`src/rtl/fetch_unit.sv`:
```
// fetch_unit: RV32 instruction fetch with one outstanding icache read and a single-entry decode buffer.
// Optional macro FETCH_PREDECODE_EN adds a registered jump/branch predecode hint.
module fetch_unit #(
  parameter logic [31:0] RESET_PC = 32'h80000000
) (
  input  logic        clk_i,
  input  logic        rst_i,
  input  logic        branch_request_i,
  input  logic [31:0] branch_pc_i,
  output logic        icache_rd_o,
  output logic [31:0] icache_pc_o,
  input  logic        icache_accept_i,
  input  logic        icache_valid_i,
  input  logic [31:0] icache_inst_i,
  input  logic        icache_error_i,
  output logic        fetch_valid_o,
  output logic [31:0] fetch_instr_o,
  output logic [31:0] fetch_pc_o,
  output logic        fetch_fault_o,
  input  logic        fetch_accept_i,
  output logic        fetch_instr_branch_o
);
  typedef enum logic [1:0] {REQ, WAIT, STALL} state_t;
  state_t state_q, state_d;
  logic [31:0] pc_q, pc_d, addr_q, instr_q, instr_d, bpc_q, bpc_d;
  logic squash_q, squash_d, hold_q, hold_d, valid_q, valid_d, fault_q, fault_d, load;
  // A response is kept only if it belongs to the current path and no redirect arrives with it
  assign load = state_q == WAIT && icache_valid_i && !squash_q && !branch_request_i;
  // State register
  always_ff @(posedge clk_i) state_q <= !rst_i ? REQ : state_d;
  // Next state: REQ until accepted, WAIT for the response, STALL until the buffer frees up
  always_comb begin
    state_d = state_q;
    case (state_q)
      REQ:     state_d = icache_accept_i ? WAIT : REQ;
      WAIT:    state_d = !icache_valid_i ? WAIT : (squash_q || branch_request_i) ? REQ : STALL;
      STALL:   state_d = (branch_request_i || !valid_q || fetch_accept_i) ? REQ : STALL;
      default: state_d = REQ;
    endcase
  end
  // Outputs: a request already presented keeps its address even if pc_q was redirected
  always_comb begin
    icache_rd_o = rst_i && state_q == REQ;
    icache_pc_o = !rst_i ? 32'd0 : hold_q ? addr_q : pc_q;
  end
  // Datapath next state: PC, squash tracking and the output buffer
  always_comb begin
    pc_d     = branch_request_i ? branch_pc_i & ~32'd3 : load ? pc_q + 32'd4 : pc_q;
    squash_d = state_q == WAIT ? !icache_valid_i && (squash_q || branch_request_i)
                               : (squash_q && !icache_valid_i) || (state_q == REQ && branch_request_i);
    hold_d   = icache_rd_o && !icache_accept_i;
    valid_d  = !branch_request_i && (load || (valid_q && !fetch_accept_i));
    instr_d  = load ? icache_inst_i : instr_q;
    bpc_d    = load ? pc_q : bpc_q;
    fault_d  = load ? icache_error_i : fault_q;
  end
  // Datapath registers; reset keeps squash armed while an accepted read is still in flight
  always_ff @(posedge clk_i) begin
    if (!rst_i) begin
      pc_q     <= RESET_PC & ~32'd3;
      addr_q   <= 32'd0;
      hold_q   <= 1'b0;
      squash_q <= (state_q == WAIT || squash_q) && !icache_valid_i;
      valid_q  <= 1'b0;
      instr_q  <= 32'd0;
      bpc_q    <= 32'd0;
      fault_q  <= 1'b0;
    end else begin
      pc_q     <= pc_d;
      addr_q   <= icache_pc_o;
      hold_q   <= hold_d;
      squash_q <= squash_d;
      valid_q  <= valid_d;
      instr_q  <= instr_d;
      bpc_q    <= bpc_d;
      fault_q  <= fault_d;
    end
  end
  assign fetch_valid_o = valid_q;
  assign fetch_instr_o = instr_q;
  assign fetch_pc_o    = bpc_q;
  assign fetch_fault_o = fault_q;
`ifdef FETCH_PREDECODE_EN
  logic br_q, br_d;
  // Predecode JAL/JALR/Bxx alongside the buffered word; faulted words never hint
  always_comb br_d = load ? !icache_error_i && icache_inst_i[6:0] inside {7'b1101111, 7'b1100111, 7'b1100011} : br_q;
  // Hint register
  always_ff @(posedge clk_i) br_q <= !rst_i ? 1'b0 : br_d;
  assign fetch_instr_branch_o = br_q;
`else
  assign fetch_instr_branch_o = 1'b0;
`endif
endmodule
```
`config.mk`:
```
export PLATFORM = sky130hd
export DESIGN_NAME = fetch_unit
export DESIGN_NICKNAME = d
export VERILOG_FILES = /design/src/rtl/fetch_unit.sv
export SDC_FILE = /design/constraint.sdc
export NUM_CORES = 1
export LEC_CHECK = 0
export ABC_AREA = 1
export CAP_MARGIN = 20
export CELL_PAD_IN_SITES_DETAIL_PLACEMENT = 1
export CELL_PAD_IN_SITES_GLOBAL_PLACEMENT = 2
export CORE_MARGIN = 2
export CORE_UTILIZATION = 27
export DETAILED_ROUTE_END_ITERATION = 16
export PLACE_DENSITY = 0.84
export SYNTH_ARGS = -nofsm -noshare
export SYNTH_HDL_FRONTEND = slang
export SYNTH_SLANG_ARGS = --single-unit
export TNS_END_PERCENT = 10
```
`constraint.sdc`:
```
create_clock -name clk_i -period 2.65 [get_ports clk_i]
set_input_delay 0.53 -clock clk_i [delete_from_list [all_inputs] [get_ports clk_i]]
set_output_delay 0.53 -clock clk_i [all_outputs]
set_load 0.03 [all_outputs]
```
Word level (Yosys, flattened, before mapping)

Cells that the tools add are included.
Widths: inputs -> output; s select.

Word-level logic and storage cells: 51
Flip-flop bits (word level): 134
Output and inout port bits: 100
Input port bits: 71

Reductions and logical operators: 26
Muxes and demuxes: 11
Equality and inequality tests: 2
$add $sub $neg: 1
Bitwise gates (word level): 1

Operators by type and width:

| cell                  | number |
|---|---|
| $mux 32               | 4 |
| $add 32x3->32 const B | 1 |
| $logic_and 1x1->1     | 11 |
| $logic_not 1->1       | 6 |
| $logic_or 1x1->1      | 6 |
| $mux 2                | 3 |
| $pmux 2 s3            | 1 |
| $mux 1                | 3 |
| $eq 2x1->1 const B    | 1 |
| $eq 2x2->1 const B    | 1 |
| $logic_not 2->1       | 1 |
| $reduce_bool 2->1     | 1 |
| $reduce_or 2->1       | 1 |
| $not 1->1             | 1 |

Depth between registers and ports, before layout

Gate-level depths: netlist of run 1.

Depth after elaboration: 6
Gate-level depth with buffers: 11
Gate-level depth less buffers: 10

Worst setup path after synthesis of run 1

Ideal clock, no wire load.

Path kind: in2out
Start point: input port rst_i
End point: output port icache_pc_o[2]
Stages on the path: 4
Path buffers: 2
Setup slack: 560 ps
Data arrival time: 1,560 ps
Cell sequence: buf_2 -> clkbuf_1 -> o21ai_0 -> a21oi_1

Cells in the longest elaborated chain, start to end: 1

RTL lines:

| what               | RTL line | text |
|---|---|---|
| start: declaration | 7        | `input logic rst_i,` |
| $mux 32            | 44       | `icache_pc_o = !rst_i ? 32'd0 : hold_q ? addr_q : pc_q;` |
| end: declaration   | 11       | `output logic [31:0] icache_pc_o,` |

No other way between the ends.

Worst setup path in the final report of run 1

Start point: register hold_q
End point: output port icache_pc_o[5]

Cells in the longest elaborated chain, start to end: 2

RTL lines:

| what                     | RTL line | text |
|---|---|---|
| start: declaration       | 26       | `logic squash_q, squash_d, hold_q, hold_d, valid_q, valid_d, fault_q, fault_d, load;` |
| start signal: assignment | 71       | `hold_q <= hold_d;` |
| $mux 32 (2 in series)    | 44       |  |

No other way between the ends.

==> results of run 1 <==
==> cell type report <==
cell class,count,area [um^2]
fillers,2580,12600
multi-input cells,566,2680
flip-flops and latches,130,2600
repair buffers,181,1830
clock buffers,22,474
well taps,275,344
inverters,49,186
clock inverters,9,129
diodes,1,2.50
==> logic make-up after synthesis <==
logic type      count (synthesis)  synth area share (%)
compound gates                223                  20.8
flops                         130                  45.7
simple gates                  334                  25.0
xor+xnor                        5                 0.770
other cells                     1                0.0659
fa+ha+maj                       1                 0.220
buf+inv                        98                  7.41
==> synth_stat cells, types with 2 or more instances <==
cell type,instances
buf_6,2
a31oi_1,6
nand2_4,2
buf_4,6
o21ai_1,9
buf_2,12
a211oi_2,2
o211ai_1,3
nor3_1,8
buf_1,3
clkbuf_1,25
nor2_2,8
inv_2,8
nand3_1,26
inv_1,41
dfxtp_1,130
nand3_4,2
o21ai_0,103
a21oi_1,89
nand4_1,4
a21boi_0,2
xor2_1,5
nand2_1,123
nand2_2,3
nor2_1,151
o211a_1,2
nor2_4,5
==> sequential cells by signal, summed over array words and instances (netlist names), 2 cells and up <==
| register | cells |
|---|---|
| state_q | 2 |
| fetch_instr_o | 32 |
| addr_q | 32 |
| pc_q | 30 |
| fetch_pc_o | 30 |
==> placed cells by master, fill, tap and decap left out, types with 4 or more instances in the layout <==
| cell type | n |
|---|---|
| buf_4 | 37 |
| o21ai_0 | 103 |
| nor2_2 | 7 |
| nand4_1 | 4 |
| buf_12 | 12 |
| nand2_1 | 123 |
| nor2_4 | 6 |
| a31oi_1 | 6 |
| inv_2 | 7 |
| nor3_1 | 8 |
| nor2_1 | 151 |
| xor2_1 | 5 |
| o21ai_1 | 9 |
| nand3_1 | 26 |
| dfxtp_1 | 130 |
| inv_1 | 41 |
| a21oi_1 | 89 |
| clkbuf_16 | 17 |
| clkdlybuf4s50_1 | 131 |
==> per-layer routing <==
metal | up-vias | global-route usage (%) | share of wire (%)
met3 | 17 | 7.31 | 8.2
met5 | - | 0 | 0
met2 | 141 | 29.9 | 47
li1 | 2907 | - | -
met1 | 2706 | 21.6 | 44
met4 | 0 | 4.86 | 1.3
==> worst max path at each step <==
stage	from	end	slack [ns]	cells after the start
floorplan	rst_i	icache_pc_o[2]	0.56	4
global placement	icache_valid_i	fetch_pc_o[11]$_SDFFE_PN0P_	0.28	9
detailed placement	icache_valid_i	fetch_pc_o[7]$_SDFFE_PN0P_	0.25	9
CTS	hold_q$_SDFF_PN0_	icache_pc_o[5]	0.11	5
global route	hold_q$_SDFF_PN0_	icache_pc_o[6]	0.10	5
finish	hold_q$_SDFF_PN0_	icache_pc_o[5]	0.26	5
==> power by group <==
group / leakage [nW] / internal [mW] / switching, mW / total, mW
sequential: 1.06 / 2.05 / 0.0667 / 2.12
combinational: 1.88 / 0.305 / 0.427 / 0.731
clock: 0.292 / 1.55 / 0.884 / 2.43
total: 3.23 / 3.90 / 1.38 / 5.28
==> metrics by stage <==
| stage | utilization, % | instance area (um^2) |
|---|---|---|
| 2_1_floorplan | - | 5700 |
| 3_3_place_gp | 36.7 | 7640 |
| 3_5_place_dp | 36.7 | 7640 |
| 4_1_cts | 39.6 | 8250 |
| 5_1_grt | 39.6 | 8250 |
| 6_report | 39.6 | 8250 |
==> critical path, stage by stage, from the launching register on <==
cell and delay (ns):
dfxtp_1 0.40, inv_4 0.24, buf_12 0.25, o21ai_0 0.13
a21oi_1 0.21, buf_4 0.20
==> timing repair <==
item	in CTS	in global routing
endpoints found under the setup margin	0	3
gates resized for setup	0	2
setup buffers	0	0
==> results.toml, run 1 <==
[power]
p_per_area_nw_per_um2 = 640
p_leak_nw = 3.23
peakVddDrop_mv = 0.414
power_mw = 5.28

[timing]
skew_ns = 0.00530
whs_ns = 0.449
maxClockFrequency_mhz = 418
slew_viol_final = 0
slew_headroom_pct = 65.7
setup_slack_ns = 0.256
grt_setup_unrepaired = "no"
setup_violations = 0
tightest_slew_ns = 0.513
hold_viol = 0
period_share_pct = 90.4
period_minus_slack_ns = 2.39
fin_tns_setup_ns = 0

[global_routing]
grt_pass1_vias = 5740
grt_usage_pct = 18.0
grt_pass1_wl_mm = 31.1
overflow = 0
grt_max_degree = 54
antenna_found_initial = 1

[critical_path]
worstSetupStartpointType = "flop"
rr_startpoint = "pc_q[2]$_SDFFE_PN0P_"
worstPathArrival_ns = 1.86
reg2reg_depth = 10
critPathMaxFanout = 53
r2r_end = "pc_q[28]$_SDFFE_PN0P_"
cp.required_ns = 2.12
r2r_slack_ns = 0.71
critPathKind = "flop to output port"
crit_path_end_kind = "output port"

[place]
gp_congestion = 0.786
hpwl_mm = 14.3
io_buffer_count = 165
pre_cts_ws_ns = 0.253
dp_cells = 1201

[drt]
wirelength_mm = 19.7
antenna_left = 0
drt_first_pass_iters = 4
wl_per_cell_um = 16.0
viasPerCell = 4.68
vias = 5771
drc = 0
initialDrtViolationCount = 253

[cts]
clk_pin_slew_ns = 0.06
cts_hold_buf = 0
cts_sinks = 130
cts_tree = "done"
clk_latency_ns = 0.42
cts_htree_levels = 4
numCtsBuffers = 17
cts-root-buf = "clkbuf_16"
clock_path_buffers = 2

[synthesis]
syn_area_um2 = 5690
yosysSeqAreaShare_pct = 45.7
synthArstFlopShare_pct = 0
ys_warn_count = 0
synth_cell_types = 39
synthCells = 792
synth.area.top_cells = "dfxtp_1, nor2_1, o21ai_0"
ys.flop_type = "dfxtp_1"
ys_seq_elements = 130
synth_edf_count = 0
syn_area_per_cell_um2 = 7.18
yosys.area.top_type = "dfxtp_1"
synth_top_area_share_pct = 45.7

[floorplanning]
rows = 53
fp.coreArea_um2 = 20800
dieArea_um2 = 22200
die_height_um = 149
die_w_um = 149
ioPinCount = 171
start_util_pct = 27.3

[outcome]
outcome = "finished, final reports clean"

[flow_run]
drv_cap = 0

[worst_hold_path]
whs_endpoint = "addr_q[1]$_SDFF_PN0_"
hold_depth = 2
hp-class = "flop to flop"
hp-start = "addr_q[1]$_SDFF_PN0_"

[cells_and_area]
final_cells = 1233
final_nets = 1017
drive_above_1_share_pct = 11.6
syn_to_final_growth_pct = 45.0
(Power assumes the default switching activity.)
==> run 2: changes to the inputs <==
Settings changed: GPL_TIMING_DRIVEN set to 1.
==> results of run 2 <==
The final DEF is identical to that of run 1; final timing and power are the same.
==> run 3: changes to the inputs <==
Settings changed: GPL_TIMING_DRIVEN 1 to not set.
==> results of run 3 <==
The final DEF is identical to that of run 1; final timing and power are the same.
